## src/rtl/freq_meter.sv

```systemverilog
// Period and high-time meter for a slow square wave sampled on fin.
// Emits one strobe per completed period and flags a dead or stuck input.
module freq_meter #(
    parameter int unsigned      CNT_W   = 32,
    parameter logic [CNT_W-1:0] TIMEOUT = CNT_W'(100_000_000)
) (
    input  logic             fin,
    input  logic             reset,
    input  logic             sig_in,
    output logic [CNT_W-1:0] period,
    output logic [CNT_W-1:0] high_cnt,
    output logic             meas_valid,
    output logic             locked,
    output logic             timeout
);

    typedef enum logic {
        S_WAIT = 1'b0,
        S_RUN  = 1'b1
    } state_t;

    state_t           r_state;
    state_t           w_state_nxt;

    logic             r_s1;
    logic             r_s2;
    logic             r_s3;
    logic [CNT_W-1:0] r_cnt;
    logic [CNT_W-1:0] r_hcnt;
    logic [CNT_W-1:0] r_period;
    logic [CNT_W-1:0] r_high;
    logic             r_valid;
    logic             r_locked;
    logic             r_timeout;

    logic             w_rise;
    logic             w_arm;
    logic             w_meas;
    logic             w_tmo;

    assign w_rise = r_s2 & ~r_s3;

    always_ff @(posedge fin) begin
        if (reset) begin
            r_state <= S_WAIT;
        end else begin
            r_state <= w_state_nxt;
        end
    end

    // A rise coinciding with cnt==TIMEOUT is a valid period, not a timeout.
    always_comb begin
        w_state_nxt = r_state;
        w_arm       = 1'b0;
        w_meas      = 1'b0;
        w_tmo       = 1'b0;
        unique case (r_state)
            S_WAIT: begin
                if (w_rise) begin
                    w_state_nxt = S_RUN;
                    w_arm       = 1'b1;
                end
            end
            S_RUN: begin
                if (w_rise) begin
                    w_meas = 1'b1;
                end else if (r_cnt == TIMEOUT) begin
                    w_state_nxt = S_WAIT;
                    w_tmo       = 1'b1;
                end
            end
            default: w_state_nxt = S_WAIT;
        endcase
    end

    always_ff @(posedge fin) begin
        if (reset) begin
            r_s1      <= 1'b0;
            r_s2      <= 1'b0;
            r_s3      <= 1'b0;
            r_cnt     <= '0;
            r_hcnt    <= '0;
            r_period  <= '0;
            r_high    <= '0;
            r_valid   <= 1'b0;
            r_locked  <= 1'b0;
            r_timeout <= 1'b0;
        end else begin
            r_s1    <= sig_in;
            r_s2    <= r_s1;
            r_s3    <= r_s2;
            r_valid <= w_meas;

            // The rise cycle is the first cycle of the new period.
            if (w_arm || w_meas) begin
                r_cnt  <= CNT_W'(1);
                r_hcnt <= CNT_W'(1);
            end else if (w_tmo) begin
                r_cnt  <= '0;
                r_hcnt <= '0;
            end else if (r_state == S_RUN) begin
                r_cnt  <= r_cnt + CNT_W'(1);
                r_hcnt <= r_hcnt + CNT_W'(r_s2);
            end

            if (w_meas) begin
                r_period  <= r_cnt;
                r_high    <= r_hcnt;
                r_locked  <= 1'b1;
                r_timeout <= 1'b0;
            end else if (w_tmo) begin
                r_locked  <= 1'b0;
                r_timeout <= 1'b1;
            end
        end
    end

    assign period     = r_period;
    assign high_cnt   = r_high;
    assign meas_valid = r_valid;
    assign locked     = r_locked;
    assign timeout    = r_timeout;

endmodule

```

## config.mk

```make
export PLATFORM = sky130hd
export DESIGN_NAME = freq_meter
export DESIGN_NICKNAME = d
export VERILOG_FILES = /design/src/rtl/freq_meter.sv
export SDC_FILE = /design/constraint.sdc
export NUM_CORES = 1
export LEC_CHECK = 0
export BUFFER_PORTS_ARGS = -buffer_cell sky130_fd_sc_hd__buf_2
export CAP_MARGIN = 40
export CORE_UTILIZATION = 56
export DETAILED_ROUTE_END_ITERATION = 8
export PLACE_DENSITY = 0.78
export SYNTH_ARGS = -nofsm -noshare
export SYNTH_HDL_FRONTEND = slang
export SYNTH_SLANG_ARGS = --single-unit
```

## constraint.sdc

```tcl
create_clock -name fin -period 2.45 [get_ports fin]
set_clock_uncertainty 0.2 [all_clocks]
set_input_delay 0.49 -clock fin [delete_from_list [all_inputs] [get_ports fin]]
set_output_delay 0.49 -clock fin [all_outputs]
set_load 0.05 [all_outputs]
```

==> run summary <==
Delay of the slowest critical-path stage = 750 ps
Number of synthesized register bits = 135
Final ANT Viol Nets = 0
Cell family with most CP delay = simple AND/OR/NAND/NOR gates
Top post-synthesis cells by area = dfxtp_1, a22o_1, xor2_1
Cell row count = 34
Pwr/cell area = 814 nW/um^2
Worst slew pin tran = 436 ps
Die footprint = 9490 sq um
Total GRT Usage = 0.238
Final net count = 581
Initial antenna violation count = 0
Chip height = 97.4 um
Crit Path Max Fanout = 9
CTS tree = built
Fmax = 440 MHz
Syn Nets = 514
Synth Flop Type = dfxtp_1
IO Count = 70
Port buffer count = 69
WS Path Type = flop to flop
Clock-pin slew on the worst setup and hold paths = 60 ps
ANT cells = 0
Crit path launch type = flop
Async SR Flop Fraction = 0
First-pass GRT wire length = 18300 um
First-pass iteration count of the detailed router = 4
Cells after Synth = 507
Critical-path top delay cell = or4_1
Fill cell count = 639
Status = finished, final reports clean
Synth cell count leaders = dfxtp_1, nor2_1, a22o_1
Iteration-0 DRC Markers = 195
Final Power = 5.05 mW
Placed cell count = 663
Routed vias/inst = 5.69
Final worst slack = 176 ps
Top cell type's share of synthesized area = 0.530
Footprint of the multi-input gates = 2210 sq um
Synthesized area = 5100 sq um
Hold_ws = 23.4 ps
Routed wire per std cell = 15.5 um
DIE WIDTH = 97.4 um
Clock Sinks = 135
Peak supply drop = 510 uV
Setup Viol. Count Final = 0
Dominant cell type by area after synthesis = dfxtp_1
Sequential Area = 2700 sq um
Post-Route WL = 10700 um
CTS Buf Count = 17
Critical path buffer and inverter count = 0
Total number of vias = 3952
EDFF count, synth = 0
Max-cap violation count = 0
Setup TNS = 0 ps
Mapped Avg Cell Area = 10.1 sq um
Critical path cell sequence = nand4_1 -> or4_1 -> nor3_1 -> xnor2_1 -> nor2_1
Top-count cell post-synth = dfxtp_1
P&R area growth vs syn = 21.7%
Final hold vios = 0
Remaining DRCs = 0
Rel. slew slack = 0.707
Clock tree buffer depth = 2
WP data required = 2650 ps
Core area = 8760 sq um
Slew Limit Fails = 0
GPL Wtd Cong = 0.802
Hold Path Class = input port to flop
Sequential area share after synthesis = 0.530
Post-DP HPWL = 6820 um
Minimum clock period = 2270 ps
Worst Setup Slack post-DPL = 132 ps
CTS root buf = clkbuf_8
Tcrit/Tclk final = 0.928
Syn. warnings = 0
Setup bufs post-CTS = 0
Largest net degree at the start of global routing = 42
RSZ-0062 raised after global routing = false
Initial Utilization = 0.582
Count of cell types in the netlist = 34
Share of cells above drive strength 1 = 0.210
Leakage = 2.52 nW
Gr ovfl total = 0
H-tree levels = 4
Clk_lat worst skew = 510 ps
CP endpoint kind = flop
Worst Path Arrival = 2470 ps
Number of global-route vias before repair = 3849
Finished Layout Cells = 695
where the power goes:
group	switching (mW)	internal, mW
Combinational	0.0605	0.0223
Sequential	0.00700	2.20
Clock	0.965	1.79
Total	1.03	4.02
routing by layer:
metal	track usage	vias to the layer above	part of all wire
met3	0.0612	11	0.041
li1	-	1919	-
met5	0	-	0
met1	0.296	1919	0.46
met2	0.396	103	0.49
met4	0.0894	0	0.010
timing repair:
action	4_1_cts	5_1_grt
resized for setup	0	2
hold buffers	0	0
setup endpoints to repair	0	12
sequential cells by signal, summed over array words and instances (netlist names):
register and flops:
timeout 1, locked 1, high_cnt 32, r_s3 1
r_s2 1, period 32, meas_valid 1, r_cnt 32
r_hcnt 32, r_state 1, r_s1 1
kinds of logic (layout without fill, tap and decap cells):
logic type               Yosys count  after routing  share of synthesized area
AO/OA/AOI/OAI                     72             72                      0.119
buffers and inverters             43            123                     0.0432
XOR/XNOR                          60             60                      0.103
AND/OR/NAND/NOR                  191            191                      0.191
adder cells (fa/ha/maj)            4              4                    0.00981
multiplexers                       2              2                    0.00393
flip-flops                       135            135                      0.530
cell usage in the layout, fill, tap and decap left out, drive strengths merged, types with 2 or more instances in the layout:
| cell | instances |
|---|---|
| nor2 | 75 |
| bufinv | 5 |
| clkinv | 4 |
| or3 | 2 |
| nand3 | 22 |
| a21oi | 6 |
| nand4 | 20 |
| and4 | 11 |
| a22o | 64 |
| xnor2 | 23 |
| and2 | 4 |
| ha | 4 |
| clkinvlp | 3 |
| inv | 10 |
| nor4 | 12 |
| clkbuf | 18 |
| mux2i | 2 |
| and3 | 4 |
| nor3 | 8 |
| nor2b | 4 |
| nand2 | 22 |
| buf | 83 |
| xor2 | 37 |
| dfxtp | 135 |
worst paths after layout:
kind	from	end	slack (ps)	depth (start not counted)
max	r_cnt[6]	r_cnt[30]	180	5
min	sig_in	r_s1	20	2
max reg2reg	r_cnt[6]	r_cnt[30]	180	5
min reg2reg	r_s1	r_s2	250	1
worst register-to-register path, cell delays in order (launching register included):
cell,delay (ps)
dfxtp_1,480
nand4_1,210
or4_1,750
nor3_1,320
xnor2_1,160
nor2_1,50
through the flow:
stage / instance area [sq um] / utilization
4_1_cts: 6200 / 0.707
2_1_floorplan: 5100 / -
3_3_place_gp: 5550 / 0.633
5_1_grt: 6200 / 0.708
6_report: 6200 / 0.708
3_5_place_dp: 5550 / 0.633
cell type report:
class	count	area share
sequential	135	0.436
multi-input combinational	329	0.356
timing repair buffer	83	0.0766
clock buffer	18	0.0690
clock inverter	14	0.0357
tap	108	0.0218
inverter	8	0.00484
(Power assumes the default switching activity.)
